**src/rtl/aes_round_sequencer.sv**
```systemverilog
// ---------------------------------------------------------------------------
// aes_round_sequencer
//
// Purpose: control sequencer for an iterative AES encryption datapath. It
// turns a rising edge of `start` into the step sequence for key expansion,
// the initial AddRoundKey, NR-1 full rounds, the final round (no
// MixColumns) and a one-cycle ciphertext-valid pulse. All outputs are
// registered (Moore). Each output is computed from the next state and
// registered on the same clock edge as the state.
//
// Optional feature (compile-time macro AES_KEY_CACHE_EN):
//   When defined, a key-valid flag remembers that the round keys are
//   already expanded. A start edge with the flag set skips KEXP. The flag
//   is set on leaving KEXP and is cleared by key_new in any state. When
//   key_new arrives in the last KEXP cycle, the clear takes priority.
//   When undefined, KEXP always runs and key_new is ignored.
//
// Parameters:
//   NR               number of AES rounds (10 = AES-128), legal 2..15
//
// Ports:
//   clk              clock, rising-edge active
//   rst_             asynchronous active-low reset
//   start            encryption request; only a low->high edge seen in
//                    IDLE starts a run
//   key_new          one-cycle pulse: key register was rewritten
//   transformer_done 1 = idle/ready, 0 = busy
//   kexp_en          key-expansion step enable
//   kexp_step        round key being generated (1..NR), else 0
//   ld_init          load state with plaintext ^ round key 0
//   round            current round / round-key select, else 0
//   sub_shift_en     SubBytes + ShiftRows enable
//   mix_en           MixColumns enable
//   ark_en           AddRoundKey enable
//   out_valid        one-cycle pulse: ciphertext valid
// ---------------------------------------------------------------------------
module aes_round_sequencer #(
    parameter int NR = 10
) (
    input  logic       clk,
    input  logic       rst_,
    input  logic       start,
    input  logic       key_new,
    output logic       transformer_done,
    output logic       kexp_en,
    output logic [3:0] kexp_step,
    output logic       ld_init,
    output logic [3:0] round,
    output logic       sub_shift_en,
    output logic       mix_en,
    output logic       ark_en,
    output logic       out_valid
);

    typedef enum logic [2:0] {
        S_IDLE,
        S_KEXP,
        S_INIT,
        S_ROUND,
        S_FINAL,
        S_DONE
    } state_t;

    localparam logic [3:0] NR_L    = 4'(NR);
    localparam logic [3:0] NR_M1_L = 4'(NR - 1);

    state_t     state_q, state_d;
    logic [3:0] cnt_q, cnt_d;
    logic       start_q;
    logic       start_edge;
    logic       key_valid;

    logic       done_q, done_d;
    logic       kexp_en_q, kexp_en_d;
    logic [3:0] kexp_step_q, kexp_step_d;
    logic       ld_init_q, ld_init_d;
    logic [3:0] round_q, round_d;
    logic       ss_q, ss_d;
    logic       mix_q, mix_d;
    logic       ark_q, ark_d;
    logic       ov_q, ov_d;

    // start_q tracks start every cycle. A level held high across a whole
    // run therefore cannot look like a fresh edge when the FSM returns to IDLE.
    assign start_edge = start & ~start_q;

`ifdef AES_KEY_CACHE_EN
    logic key_valid_q, key_valid_d;

    always_comb begin
        key_valid_d = key_valid_q;
        if (state_q == S_KEXP && cnt_q == NR_L) begin
            key_valid_d = 1'b1;
        end
        // A key rewrite invalidates the expanded keys, even in the same
        // cycle that expansion finishes.
        if (key_new) begin
            key_valid_d = 1'b0;
        end
    end

    always_ff @(posedge clk or negedge rst_) begin
        if (!rst_) begin
            key_valid_q <= 1'b0;
        end else begin
            key_valid_q <= key_valid_d;
        end
    end

    assign key_valid = key_valid_q;
`else
    logic unused_key_new;
    assign unused_key_new = key_new;
    assign key_valid      = 1'b0;
`endif

    // Next-state and counter logic. cnt_q holds kexp_step in KEXP and the
    // round number in INIT/ROUND/FINAL.
    always_comb begin
        state_d = state_q;
        cnt_d   = cnt_q;
        case (state_q)
            S_IDLE: begin
                if (start_edge) begin
                    if (key_valid) begin
                        state_d = S_INIT;
                        cnt_d   = 4'd0;
                    end else begin
                        state_d = S_KEXP;
                        cnt_d   = 4'd1;
                    end
                end
            end
            S_KEXP: begin
                if (cnt_q == NR_L) begin
                    state_d = S_INIT;
                    cnt_d   = 4'd0;
                end else begin
                    cnt_d = cnt_q + 4'd1;
                end
            end
            S_INIT: begin
                state_d = S_ROUND;
                cnt_d   = 4'd1;
            end
            S_ROUND: begin
                if (cnt_q == NR_M1_L) begin
                    state_d = S_FINAL;
                    cnt_d   = NR_L;
                end else begin
                    cnt_d = cnt_q + 4'd1;
                end
            end
            S_FINAL: begin
                state_d = S_DONE;
                cnt_d   = 4'd0;
            end
            S_DONE: begin
                state_d = S_IDLE;
                cnt_d   = 4'd0;
            end
            default: begin
                state_d = S_IDLE;
                cnt_d   = 4'd0;
            end
        endcase
    end

    // Moore outputs decoded from the next state. They are registered
    // together with the state, so each output matches its state in the
    // same cycle.
    always_comb begin
        done_d      = (state_d == S_IDLE);
        kexp_en_d   = (state_d == S_KEXP);
        kexp_step_d = (state_d == S_KEXP) ? cnt_d : 4'd0;
        ld_init_d   = (state_d == S_INIT);
        round_d     = (state_d == S_ROUND || state_d == S_FINAL) ? cnt_d : 4'd0;
        ss_d        = (state_d == S_ROUND || state_d == S_FINAL);
        mix_d       = (state_d == S_ROUND);
        ark_d       = (state_d == S_ROUND || state_d == S_FINAL);
        ov_d        = (state_d == S_DONE);
    end

    always_ff @(posedge clk or negedge rst_) begin
        if (!rst_) begin
            state_q     <= S_IDLE;
            cnt_q       <= 4'd0;
            start_q     <= 1'b0;
            done_q      <= 1'b1;
            kexp_en_q   <= 1'b0;
            kexp_step_q <= 4'd0;
            ld_init_q   <= 1'b0;
            round_q     <= 4'd0;
            ss_q        <= 1'b0;
            mix_q       <= 1'b0;
            ark_q       <= 1'b0;
            ov_q        <= 1'b0;
        end else begin
            state_q     <= state_d;
            cnt_q       <= cnt_d;
            start_q     <= start;
            done_q      <= done_d;
            kexp_en_q   <= kexp_en_d;
            kexp_step_q <= kexp_step_d;
            ld_init_q   <= ld_init_d;
            round_q     <= round_d;
            ss_q        <= ss_d;
            mix_q       <= mix_d;
            ark_q       <= ark_d;
            ov_q        <= ov_d;
        end
    end

    assign transformer_done = done_q;
    assign kexp_en          = kexp_en_q;
    assign kexp_step        = kexp_step_q;
    assign ld_init          = ld_init_q;
    assign round            = round_q;
    assign sub_shift_en     = ss_q;
    assign mix_en           = mix_q;
    assign ark_en           = ark_q;
    assign out_valid        = ov_q;

endmodule

```
**config.mk**
```make
export PLATFORM = sky130hd
export DESIGN_NAME = aes_round_sequencer
export DESIGN_NICKNAME = d
export VERILOG_FILES = /design/src/rtl/aes_round_sequencer.sv
export SDC_FILE = /design/constraint.sdc
export NUM_CORES = 1
export LEC_CHECK = 0
export CORE_AREA = 2 2 46 48
export CTS_BUF_LIST = sky130_fd_sc_hd__clkbuf_2
export DETAILED_ROUTE_END_ITERATION = 10
export DIE_AREA = 0 0 48 50
export HOLD_SLACK_MARGIN = 0.02
export PLACE_DENSITY_LB_ADDON = 0.12
export SLEW_MARGIN = 20
export SYNTH_ARGS = -nofsm -noshare
export SYNTH_HDL_FRONTEND = slang
export SYNTH_SLANG_ARGS = --single-unit
```
**constraint.sdc**
```tcl
create_clock -name clk -period 1.75 [get_ports clk]
set_input_delay 0.175 -clock clk [delete_from_list [all_inputs] [get_ports clk]]
set_output_delay 0.175 -clock clk [all_outputs]
set_load 0.01 [all_outputs]
```
* Yosys cells after proc, flatten, opt, wreduce, memory -nomap -nowiden
Index checks and enable logic that the tools add are counted.
Cells by class: equal/unequal tests 11, reduce and logical (&&, ||, !) cells 3, $add $sub $neg 1, bitwise gates (word level) 2, muxes and demuxes 10
Operator list (number):
- 4-bit 2-to-1 mux | 5
- 4-bit case mux with 4 select lines | 1
- 3-bit case mux with 5 select lines | 1
- 3-bit by 2-bit equality test with 1-bit output (second input constant) | 4
- 3-bit equality test (second input constant) | 3
- 3-bit 2-to-1 mux | 3
- 4-bit equality test (second input constant) | 2
- 3-bit by 1-bit equality test with 1-bit output (second input constant) | 2
- 3-bit logical NOT | 2
- 4-bit by 1-bit adder with 4-bit output (second input constant) | 1
- 1-bit AND | 1
- 1-bit logical OR | 1
- 1-bit NOT | 1
Word-level totals: register bits after elaboration 22, output and inout port bits 15, bits of input ports 4, logic and storage cells 38

* Depth between registers and ports, before layout
Gate-level depths: netlist (run 1).
depth in word-level cells 7, gate-level depth with buffers 5, depth with buffers taken out 5

* Worst setup path before layout (run 1)
Ideal clock, no wire load.
path kind register to register, start register cnt_q[0], end register cnt_q[1], slack 0.358 ns, library setup time 0.124 ns, buffers on the path 0, clock period less this slack 1.392 ns, cell stages (with the launch flop) 6, arrival 1.268 ns, data required time 1.626 ns, cell sequence dfrtp_1 > inv_1 > ha_1 > nand3b_1 > o211a_1 > a211o_1
On the way: longest elaborated chain between the ends 3, elaborated cells on any way between the ends 6, classes of those cells add/sub (1); eq/ne (2); mux (3)
RTL lines:
- start: declaration | line 68 | logic [3:0] cnt_q, cnt_d;
- start signal: assignment | line 200 | cnt_q <= cnt_d;
- 4-bit by 1-bit adder with 4-bit output (tied with other cells) | line 139, 151
- 4-bit 2-to-1 mux (on tied branches) | line 147, 135
- 4-bit case mux with 4 select lines * | line 122 | case (state_q)
- via cnt_d[1] | line 68
The timed path passes the listed nets; every way through them passes the cells marked *.

* Final worst setup path (run 1)
Same ends and word-level chain as after synthesis.

==> summary by stage, run 1 <==
Setup path
The critical path goes through inv_1 > ha_1 > nand3b_1 > o211a_1 > a211o_1. The worst setup path is launched from a register. The highest net fanout along the worst path is 6. For this run, the slowest stage of the critical path takes 0.49 ns. The type of the worst setup path is reg -> reg. At the worst endpoint, the arrival time is 1.85 ns.

On the critical path, the stage with the largest delay is an instance of dfrtp_1. Data on the critical path is required at its endpoint by 1.98 ns. The endpoint kind of the worst setup timing path is a register.

Timing
The final number of setup-violating endpoints is 0. The routed design could run at a clock period as short as 1.615 ns. Setup repair after global routing left no endpoint under its margin. The transition time at the pin with the least slew margin is 0.4675 ns.

The number of hold violations in the final report is 0. Clock skew on the completed layout was measured at 0.02376 ns. The sum of negative setup slack is 0 ns. The count of final max-slew check failures was 0. The fmax is roughly 0.62 GHz. Dividing the final minimum period by the clock period gives 0.9227. The normalized max-slew margin is 0.6874.

Routing
The detailed-route DRC error count is 0. The number of vias per cell is 5.119. The total number of vias is 645.

The total iterations of the first detailed-routing run is 4. The final routed wirelength across all metal layers is 1.602 mm. The post-route antenna net violation count is 0. The violation count after the first detailed-routing iteration is 7. Dividing the detail-routed wire length by the instance count gives 12.71 microns.

Global routing
The number of antenna violations at the first check in global routing is 0. Across every metal layer, demand over resource in global routing totals 0.1677. The total global routing overflow is 0. The number of global-route vias before repair is 625.

Entering global routing, the biggest net connects 16 pins. The wire length of the first global-routing pass is between 2 and 3 mm.

Logic synthesis
The share of the Yosys chip area taken by registers is 0.5849. The share of synthesized area in the top cell type comes to 0.5570. The summed instance area of the synthesized netlist is 943.4 sq um. By area the synthesized netlist is led by dfrtp_1 56%, ha_1 4.0%, dfstp_2 2.8%.

The synthesized design spends more area on one cell type than any other, namely dfrtp_1. In this run, synthesis produced a sequential element count of 22. The synthesized netlist cell count is 81. The count of warnings emitted by yosys is 0.

The synthesized area per cell is 11.65 sq um. The most common cell in the netlist is dfrtp_1. Of all flip-flops after synthesis, the portion carrying an async set or reset was 1.000. The synthesized netlist net count is between 80 and 90.

The prevailing post-synth register cell is dfrtp_1. Sorting the synthesized cells by how often they occur yields 21 x dfrtp_1, 5 x a21oi_1, 5 x nand2_1, 5 x nor2_1. Counting distinct cell types in the post-synthesis netlist gives 36. The number of enable flip-flop cells after synthesis is 0.

Floorplanning
The initial utilization of the core area, before any placement, comes to 0.4961. The overall die area is 2400 sq um. The number of top-level pins is 19.

The die span in x is 48 microns. The row count is 16. The area of the core is 1902 sq um. The floorplan step set the die height to 50 microns.

CTS
Clock-pin slew was measured on the worst setup and hold paths at 0.20 ns. The H-tree level count is 1. The number of clock sinks is 22. Once the clock tree was built, the setup fixing pass inserted 0 buffers. Clock tree synthesis selected as its root buffer the cell clkbuf_2.

Buffers inserted during clock tree synthesis total 3. Counting along the longest clock path gives a buffer depth of 2. The later pin in the worst-skew pair is clocked with a latency of 0.31 ns. The TritonCTS clock tree is done.

Cells and area
In the final layout, the multi-input gates occupy 355.3 sq um. The final layout contains between 100 and 150 nets. Of the cells placed in the final design, the portion with a size suffix greater than 1 is 0.1111. Registers take about 550 sq um. The number of diodes added for antenna fixing is 0. Compared with the post-synthesis result, the final layout area differs by 22.28%.

After filler insertion, the fill cell instance count of the layout stands at 162.

Power and ir drop
Summing internal, switching and leakage power gives 1.762 mW. The maximum vdd ir drop is approximately 0.00073 V. The static leakage power is 0.5328 nW. For this design the ratio of total power to cell area is approximately 1500 nW/um^2.

Outcome
The run finished with clean final reports.

Place
Input and output buffers added on the ports amount to 17. The HPWL after detailed placement is 1.240 mm. Routability-driven placement finished with a final weighted congestion of 0.8027.

Job
Across the run, the number of max-cap violations was 0.

Worst hold path
The min-delay analysis places its worst path in the category in -> async.
[worst max-delay path, delay by kind of cell, from the launching register on]
kind                     cells  cell delay [ns]
buffers and inverters        1             0.13
flip-flops                   1             0.49
AO/OA/AOI/OAI                2             0.49
adder cells (fa/ha/maj)      1             0.22
AND/OR/NAND/NOR              1             0.22
[state kept, by name, summed over array words and instances (netlist names), 3 cells and up]
signal     cells
kexp_step      4
cnt_q          4
state_q        3
round          4
[metrics by stage]
stage	utilization	hold slack [ns]	setup WS, ns	cells	cell area [sq um]
after floorplan	-	-0.1206	0.3585	81	943.4
after global placement	0.5928	0.5333	0.1926	122	1127
after detailed placement	0.5928	0.5342	0.1598	122	1127
after CTS	0.6033	0.1503	0.1472	126	1147
after global routing	0.6066	0.1411	0.01180	126	1154
final	0.6066	0.1415	0.1352	126	1154
[timing repair]
item	4_1_cts	5_1_grt
hold buffers	0	0
gates resized for setup	0	1
setup endpoints to repair	0	1
[layout by cell type, fill, tap and decap left out, types with 2 or more instances in the layout]
cell type / count
nand3_1: 2
nor2_1: 5
nand3b_1: 3
clkdlybuf4s50_1: 17
nor3_1: 3
ha_1: 3
nand2_1: 5
inv_1: 3
a21oi_1: 5
and3b_1: 2
o21ai_0: 2
clkbuf_2: 4
nand2b_1: 3
dfrtp_1: 21
[power by group]
group | leakage [nW] | switching (mW) | internal (mW)
combinational | 0.232 | 0.348 | 0.401
sequential | 0.284 | 0.150 | 0.663
clock | 0.0166 | 0.139 | 0.0605
total | 0.533 | 0.638 | 1.12
[per-layer routing]
layer	part of all wire	global-route usage	wire length (microns)	vias up
met5	0	0	0	-
met4	0.0081	0.06757	13	0
met2	0.51	0.2600	823	11
met1	0.45	0.2295	720	313
li1	-	-	-	319
met3	0.028	0.02198	45	2
[worst paths after layout]
path,from,end,slack [ns],depth (start not counted)
hold reg to reg,cnt_q[0],cnt_q[0],0.60,1
setup / recovery,cnt_q[0],cnt_q[1],0.14,5
max in group asynchronous,rst_,state_q[1],1.05,2
hold / removal,rst_,round[3],0.14,1
min in group clk,start,start_q,0.32,1
setup reg to reg,cnt_q[0],cnt_q[1],0.14,5
[layout make-up]
class                      instances  share of cell area
tap                               27             0.02928
inverter                           4             0.01302
clock buffer                       4             0.01735
timing repair buffer              18              0.1540
sequential                        22              0.4783
multi-input combinational         51              0.3080
[kinds of logic after synthesis]
group | after synthesis | share of synthesized area
and+or+nand+nor | 28 | 0.1698
adders and majority gates | 3 | 0.03979
buffers and inverters | 8 | 0.04508
DFF | 22 | 0.5849
AOI/OAI and AO/OA | 18 | 0.1419
xor gates and xnor gates | 2 | 0.01857
(Power assumes the default switching activity.)
==> inputs of run 2 (changes only) <==
--- a/config.mk
+++ b/config.mk
@@ -15,3 +15,4 @@
 export SYNTH_ARGS = -nofsm -noshare
 export SYNTH_HDL_FRONTEND = slang
 export SYNTH_SLANG_ARGS = --single-unit
+export TNS_END_PERCENT = 10
==> results of run 2 <==
The final DEF is identical to that of run 1; final timing and power are the same.
==> inputs of run 3 (changes only) <==
==> constraint.sdc (replaced) <==
create_clock -name clk -period 1.75 [get_ports clk]
set_input_delay 0.175 -clock clk [delete_from_list [all_inputs] [get_ports clk]]
set_output_delay 0.175 -clock clk [all_outputs]
set_load 0.1 [all_outputs]
==> summary by stage, run 3 (synthesis gave the netlist of run 1 again) <==
Floorplanning
The initial core utilization is 0.4961 (unchanged). The row count is 16 (unchanged). The die span in x is 48 microns (unchanged). The floorplan die height came to 50 microns (unchanged).

The overall die area came to 2400 sq um (unchanged). The area of the core was 1902 sq um (unchanged). The number of top-level pins came to 19 (unchanged).

Timing
Unrepaired setup endpoints after global routing: false (unchanged). The largest clock skew in the final design came to 0.01755 ns (was 0.02376 ns). The normalized max-slew margin is 0.7047 (was 0.6874). The final number of setup-violating endpoints is 0 (unchanged). The number of hold violations in the final report was 0 (unchanged). The final critical delay including setup and external delays is 1.583 ns (was 1.615 ns).

The count of final max-slew check failures is 0 (unchanged). The transition time at the pin with the least slew margin was 0.4430 ns (was 0.4675 ns). The final clock period utilization by the worst path is 0.9047 (was 0.9227). The fmax was 0.6316 GHz (was 0.6193 GHz). The worst hold slack was 0.1463 ns (was 0.1415 ns). The sum of negative setup slack came to 0 ns (unchanged).

CTS
The H-tree level count came to 1 (unchanged). The number of clock sinks is 22 (unchanged). The maximum buffer depth of the clock tree is 2 (unchanged). The clock root buffer is clkbuf_2 (unchanged). The TritonCTS clock tree is done (unchanged). The post-CTS setup buffer count is 0 (unchanged).

The worst-skew pair later-pin latency is 0.33 ns (was 0.31 ns). The CTS buffer count was 3 (unchanged). The clock slew seen by the registers of the worst setup and hold paths is 0.21 ns (was 0.20 ns).

Routing
The final routed wirelength across all metal layers is 1.531 mm (was 1.602 mm). The total iterations of the first detailed-routing run is 4 (unchanged). The post-route antenna net violation count was 0 (unchanged).

The number of vias per cell was 5.151 (was 5.119). The average wire per cell in the routed design came to 12.15 microns (was 12.71 microns). The detailed-route DRC error count is 0 (unchanged). The violation count after the first detailed-routing iteration is 15 (was 7). The total number of vias came to 649 (was 645).

Cells and area
The area growth from synthesis to layout is 22.68% (was 22.28%). The number of diodes added for antenna fixing was 0 (unchanged). Top library cells by usage in the layout, fill and taps aside: 20 x dfrtp_1, 15 x buf_4, 5 x nand2_1, 5 x nor2_1, 5 x a21oi_1 (was 21 x dfrtp_1, 17 x clkdlybuf4s50_1, 5 x nand2_1, 5 x nor2_1, 5 x a21oi_1). The utilization after layout is 0.6086 (was 0.6066). The final net count is 107 (unchanged). The most common cell after layout, fill and taps aside is dfrtp_1 (unchanged). The layout cell share with drive strength beyond 1 is 0.2828 (was 0.1111).

Setup path
The endpoint of the worst-slack reg-to-reg timing path is cnt_q[1] (unchanged). The critical path buffer and inverter count is 1 (unchanged). The type of element launching the critical path was a register (unchanged). The endpoint required time on the critical path was 1.99 ns (was 1.98 ns). The cell family contributing the most delay on the critical path is flip-flops (unchanged). The cell type of the slowest stage on the worst timing path is dfrtp_2 (was dfrtp_1). The type of the worst setup path is reg -> reg (unchanged). The endpoint kind of the worst setup timing path is a register (unchanged). The highest net fanout along the worst path came to 6 (unchanged). The path depth of the worst reg2reg path is 5 (unchanged). The startpoint of the lowest-slack register-to-register path is cnt_q[0] (unchanged). Critical-path cell list: inv_1 > ha_2 > nand3b_1 > o211a_1 > a211o_1 (was inv_1 > ha_1 > nand3b_1 > o211a_1 > a211o_1). The setup slack of the worst register-to-register path is 0.17 ns (was 0.14 ns). The largest stage delay on the critical path is 0.49 ns (about the same). The arrival time of data at the critical path endpoint came to 1.82 ns (was 1.85 ns).

Global routing
The number of antenna violations at the first check in global routing is 0 (unchanged). The wire length of the first global-routing pass is 2.677 mm (was 2.815 mm). The total global routing overflow is 0 (unchanged). The number of global-route vias before repair is 609 (was 625).

The total global-route track usage is 0.1566 (was 0.1677). The maximum number of pins on one net before global-route repair is 23 (was 16).

Job
The reported max-cap violation count is 0 (unchanged).

Outcome
Result of the run: completed (unchanged).

Worst hold path
The type of the worst min-delay path is in -> async (unchanged).

Place
The last weighted congestion value of the routability-driven placer was 0.7928 (was 0.8027). The sum of net half-perimeters after detailed placement came to 1.096 mm (was 1.240 mm). The number of port buffers is 17 (unchanged).
run 3: cell count changes in the layout (fill, tap and decap cells not counted):
cell,change
clkbuf_2,-1
buf_12,+1
buf_4,+14
dfrtp_2,+1
bufinv_16,+1
ha_1,-1
dfrtp_1,-1
ha_2,+1
clkdlybuf4s50_1,-15
run 3: per-stage QoR:
stage / instance area, sq um / worst slack (ns) / std cells
CTS: 1147 / 0.1297 / 126
floorplan: 943.4 / 0.2510 / 81
finish: 1157 / 0.1668 / 126
detailed placement: 1102 / 0.1447 / 122
global route: 1157 / 0.02733 / 126
global placement: 1102 / 0.1892 / 122
run 3: repair_timing:
| item | in CTS | in global routing |
|---|---|---|
| resized for setup | 0 | 3 |
| hold buffers | 0 | 0 |
| endpoints found under the setup margin | 0 | 2 |
run 3: layout make-up:
class	instances	area [sq um]
inverters	4	15.01
flip-flops and latches	22	553.0
clock buffers	3	15.01
multi-input cells	51	357.8
fillers	155	744.5
repair buffers	18	152.6
clock inverters	1	30.03
well taps	27	33.78
run 3: layer usage:
| layer | global-route usage | wire length, microns | part of all wire | up-vias |
|---|---|---|---|---|
| met3 | 0.03297 | 65 | 0.042 | 5 |
| met5 | 0 | 0 | 0 | - |
| met4 | 0.06757 | 34 | 0.022 | 0 |
| met2 | 0.2222 | 716 | 0.47 | 18 |
| met1 | 0.2259 | 715 | 0.47 | 305 |
| li1 | - | - | - | 321 |
run 3: worst max path at each step:
stage | start | endpoint | slack [ns] | depth (start not counted)
2_1_floorplan | ark_en | sub_shift_en | 0.25 | 1
3_3_place_gp | cnt_q[0] | cnt_q[0] | 0.19 | 5
3_5_place_dp | cnt_q[0] | cnt_q[0] | 0.14 | 5
4_1_cts | cnt_q[0] | cnt_q[0] | 0.13 | 5
5_1_grt | cnt_q[0] | cnt_q[1] | 0.03 | 5
6_report | cnt_q[0] | cnt_q[1] | 0.17 | 5
Power of run 3 is left out: the tool's default activity adds up to more than one toggle a clock period on the data nets, which glitch-free logic cannot reach.
==> variant 1, RTL diff (config.mk and constraints of run 3) <==
Register the output `ld_init` once more; this adds one clock of latency there. The other outputs are not delayed to match.
--- a/src/rtl/aes_round_sequencer.sv
+++ b/src/rtl/aes_round_sequencer.sv
@@ -214,7 +214,9 @@
     assign transformer_done = done_q;
     assign kexp_en          = kexp_en_q;
     assign kexp_step        = kexp_step_q;
-    assign ld_init          = ld_init_q;
+    always_ff @(posedge clk) begin
+        ld_init <= ld_init_q;
+    end
     assign round            = round_q;
     assign sub_shift_en     = ss_q;
     assign mix_en           = mix_q;
Check against the original RTL: same outputs for any inputs over 10 cycles, from zero or initial values and one cycle with rst_ low; that may be too few to reach the edited logic, so the function may still have changed.
==> variant 1 against run 3 <==
Critical path depth unchanged; hold slack improved by 0.029 ns; cell area decreased by 1.3%; area after synthesis increased by 2.1%; synthesized cell count increased by 1.2%; worst setup slack got worse by 0.059 ns; count of clock-buffer cells in the layout increased by 1; sequential share of layout area increased by 2.3 points; global-route usage decreased by 0.60 points; routed wire length increased by 0.78%; sequential cell count increased by 1; critical endpoint is now cnt_q[0].
Power is not shown: default switching activity piles up to over one toggle a cycle in this logic, so the estimate is an artifact.
==> variant 1: results (changes against run 3) <==
[placement]
gp_congestion=0.810  ; +2.2%
dp_worst_setup_slack_ns=0.140  ; -0.00487 ns
hpwlAfterDp_um=1170  ; +6.4%
io_buffers=17  ; unchanged

[synth]
syn_nets=89  ; +1.1%
synthArstFlopShare=0.957  ; -0.0435
ys_top_cells_by_area=dfrtp_1 55%, ha_1 3.9%, dfstp_2 2.7%
seq_area_frac_synth=0.594  ; +0.00863
ys_types=37  ; +2.8%
yosysWarnings=0  ; unchanged

[critical_path]
arrival_ns=1.85  ; +0.03 ns
path_max_fanout=6  ; unchanged
slowest_delay_ns=0.49  ; about the same
slowest_stage=dfrtp_1

[global_route]
grt.total_usage=0.151  ; -0.00602
grt_max_degree=23  ; unchanged
grt_pass1_vias=587  ; -3.6%
antenna_found_initial=0  ; unchanged
grt_pass1_wl_um=2570  ; -4.1%

[cts]
worstSkewPairLatency_ns=0.31  ; -0.02 ns
htree_levels=1  ; unchanged
cts_setup_buffers=0  ; unchanged
clk_path_buf_depth=2  ; unchanged
root_buffer=clkbuf_2
path_clk_slew_ns=0.20

[drt]
drtIter0Drc=8  ; -7
routedWlPerCell_um=12.1  ; about the same
drt_pass1_iterations=5  ; +1
vias_per_cell=5.11  ; -0.79%

[outcome]
status=finished clean

[layout]
nets=108  ; +0.93%
drive_above_1_share=0.250  ; -0.0328
antenna_cells=0  ; unchanged

[min_path]
hold_class=input port to async pin

[timing]
fin_skew_ns=0.00694  ; -0.0106 ns
max-slew-margin-rel=0.720  ; +0.0154

variant 1: changes by cell type in the layout (fill, tap and decap cells not counted):
cell              run 3  this run
dfrtp_1              20        21
dfxtp_1               0         1
a2bb2oi_1             0         1
clkbuf_2              3         4
dfrtp_2               1         0
a2bb2oi_2             1         0
bufinv_16             1         0
ha_1                  2         3
ha_2                  1         0
variant 1: worst paths after layout:
path	startpoint	end	slack, ns	cells after the start
min in group clk	start	start_q	0.29	1
worst max register to register	cnt_q[0]	cnt_q[0]	0.11	5
worst min register to register	ld_init_q	ld_init	0.37	0
worst max-delay path	cnt_q[0]	cnt_q[0]	0.11	5
max in group asynchronous	rst_	transformer_done	1.31	2
worst min-delay path	rst_	cnt_q[0]	0.17	2
variant 1: per-layer routing:
layer | track usage | up-vias | part of all wire
met5 | 0 | - | 0
met4 | 0.0541 | 0 | 0.0084
met3 | 0.0330 | 2 | 0.046
met2 | 0.242 | 15 | 0.51
met1 | 0.192 | 309 | 0.44
li1 | - | 323 | -
variant 1: worst max-delay path, delay by kind of cell, from the launching register on:
kind | cells | cell delay [ns]
and+or+nand+nor | 1 | 0.20
adders and majority gates | 1 | 0.22
buffers and inverters | 1 | 0.13
AOI/OAI and AO/OA | 2 | 0.51
DFF | 1 | 0.49
variant 1: per-stage QoR:
stage	cells	utilization	instance area [sq um]	hold WS, ns
2_1_floorplan	82	-	963	-0.121
3_3_place_gp	123	0.590	1120	0.331
3_5_place_dp	123	0.590	1120	0.337
4_1_cts	127	0.601	1140	0.163
5_1_grt	127	0.601	1140	0.164
6_report	127	0.601	1140	0.175
variant 1: layout make-up:
type	count	area, sq um
fill	165	759
sequential	23	572
multi-input combinational	51	349
timing repair buffer	18	153
tap	27	33.8
clock buffer	4	20.0
inverter	4	15.0
variant 1: cells by family after synthesis:
logic type | share of synthesized area
AND/OR/NAND/NOR | 0.166
flip-flops | 0.594
XOR/XNOR | 0.0182
AO/OA/AOI/OAI | 0.139
buffers and inverters | 0.0441
adder cells (fa/ha/maj) | 0.0390
==> variant 2, RTL diff (flow settings as in run 3) <==
Without the edit above. Build with the macro `AES_KEY_CACHE_EN` defined.
--- a/src/rtl/aes_round_sequencer.sv
+++ b/src/rtl/aes_round_sequencer.sv
@@ -34,6 +34,8 @@
 //   ark_en           AddRoundKey enable
 //   out_valid        one-cycle pulse: ciphertext valid
 // ---------------------------------------------------------------------------
+`define AES_KEY_CACHE_EN
+
 module aes_round_sequencer #(
     parameter int NR = 10
 ) (
Function: no difference found for any inputs over 10 cycles, from zero or initial values and one cycle with rst_ low; that may be too few to reach the edited logic, so the function may still have changed.
==> variant 2 against run 3 <==
Area after synthesis grew 7.3%; routed wire length rose by 12%; critical path depth increased by 1; sequential cell count is 1 higher; clock skew decreased by 0.016 ns; core utilization rose by 2.9 points; synthesized cell count is 9.9% higher; non-clock buffer count increased by 2; cell area rose by 4.8%; hold slack better by 0.026 ns; maximum frequency fell by 4.6%; worst setup slack worse by 0.076 ns; critical path type unchanged; largest cell class unchanged.
Power is not shown: default switching activity piles up to over one toggle a cycle in this logic, so the estimate is an artifact.
==> variant 2: results (changes against run 3) <==
[timing]
fin_skew_ns=0.00203  ; -0.0155 ns
tightest_slew_ns=0.286  ; -0.157 ns

[synth]
syn_nets=96  ; +9.1%
ys_types=39  ; +8.3%
ys_top_cells_by_area=dfrtp_1 54%, nor2_1 5.2%, ha_1 3.7%
synth_common_cells=22 x dfrtp_1, 14 x nor2_1
synthArstFlopShare=1.00  ; unchanged
yosysWarnings=0  ; unchanged
seq_area_frac_synth=0.570  ; -0.0150

[critical_path]
reg2reg_to=kexp_step[0]
r2r_cells=6  ; +1
arrival_ns=1.92  ; +0.10 ns
ff2ff_setup_slack_ns=0.09  ; -0.08 ns
r2r-start=cnt_q[0]
path_max_fanout=5  ; -1
slowest_delay_ns=0.47  ; -0.02 ns
slowest_stage=dfrtp_1

[layout]
nets=118  ; +10%
antenna_cells=0  ; unchanged
drive_above_1_share=0.255  ; -0.0283
nFillCells=158  ; +1.9%

[global_route]
grt_pass1_vias=666  ; +9.4%
grt_pass1_wl_um=2930  ; +9.3%
grt.total_usage=0.172  ; +0.0152
grt_max_degree=24  ; +4.3%

[placement]
dp_worst_setup_slack_ns=0.133  ; -0.0117 ns
io_buffers=18  ; +1
hpwlAfterDp_um=1330  ; +21%
gp_congestion=0.800  ; +0.93%

[cts]
ctsResizeCount=0  ; unchanged
worstSkewPairLatency_ns=0.32
htree_levels=1  ; unchanged
path_clk_slew_ns=0.19  ; -0.02 ns
clk_path_buf_depth=2  ; unchanged
cts_buffers=3  ; unchanged
cts_setup_buffers=0  ; unchanged
root_buffer=clkbuf_2

[drt]
drtIter0Drc=3  ; -12
vias_per_cell=5.12  ; -0.66%
finalWirelength_um=1720  ; +12%

[outcome]
status=finished clean

==> variant 2: cell types whose count changed in the layout (fill, tap and decap cells not counted), sizes merged, moves of 2 or more <==
cell and change:
a21oi -3, nand2b -2, nor3 -3, a21boi +2, o2bb2ai -2, nor2b +2, nor2 +9
==> variant 2: area by class of cell <==
| type | count | area, sq um | area share |
|---|---|---|---|
| Sequential cell | 23 | 577 | 0.476 |
| Multi-Input combinational cell | 59 | 397 | 0.327 |
| Timing Repair Buffer | 20 | 170 | 0.140 |
| Tap cell | 27 | 33.8 | 0.0279 |
| Clock buffer | 4 | 20.0 | 0.0165 |
| Inverter | 4 | 15.0 | 0.0124 |
==> variant 2: metal layers <==
| metal | up-vias | track usage | wire length (um) |
|---|---|---|---|
| met1 | 334 | 0.233 | 784 |
| li1 | 346 | - | - |
| met2 | 16 | 0.269 | 839 |
| met4 | 0 | 0.0541 | 29 |
| met5 | - | 0 | 0 |
| met3 | 5 | 0.0330 | 61 |
==> variant 2: worst register-to-register path, delay by kind of cell (launching register included) <==
kind / cells / cell delay [ns]
flip-flops: 1 / 0.47
AO/OA/AOI/OAI: 2 / 0.45
buffers and inverters: 1 / 0.11
AND/OR/NAND/NOR: 2 / 0.32
adder cells (fa/ha/maj): 1 / 0.24
==> variant 2: how the worst max path moves through the flow <==
stage,startpoint,to,slack (ns),cells after the start
5_1_grt,cnt_q[0],kexp_step[0],0.02,6
6_report,cnt_q[0],kexp_step[0],0.09,6
4_1_cts,cnt_q[0],kexp_step[0],0.10,6
2_1_floorplan,ark_en,sub_shift_en,0.25,1
3_3_place_gp,cnt_q[0],kexp_step[0],0.22,6
3_5_place_dp,cnt_q[0],kexp_step[0],0.13,6
==> variant 2: cells by family (layout without fill, tap and decap cells) <==
| family | Yosys count | after routing | synth area share |
|---|---|---|---|
| AOI/OAI and AO/OA | 18 | 18 | 0.145 |
| and+or+nand+nor | 36 | 36 | 0.190 |
| muxes | 1 | 1 | 0.0111 |
| xor gates and xnor gates | 1 | 1 | 0.00865 |
| adders and majority gates | 3 | 3 | 0.0371 |
| buffers and inverters | 7 | 28 | 0.0383 |
| DFF | 23 | 23 | 0.570 |
==> variant 2: per-stage QoR <==
stage / instances / hold slack (ns) / utilization / area, sq um
finish: 137 / 0.172 / 0.638 / 1210
global route: 137 / 0.176 / 0.638 / 1210
CTS: 137 / 0.175 / 0.638 / 1210
detailed placement: 133 / 0.547 / 0.627 / 1190
global placement: 133 / 0.537 / 0.627 / 1190
floorplan: 89 / -0.121 / - / 1010
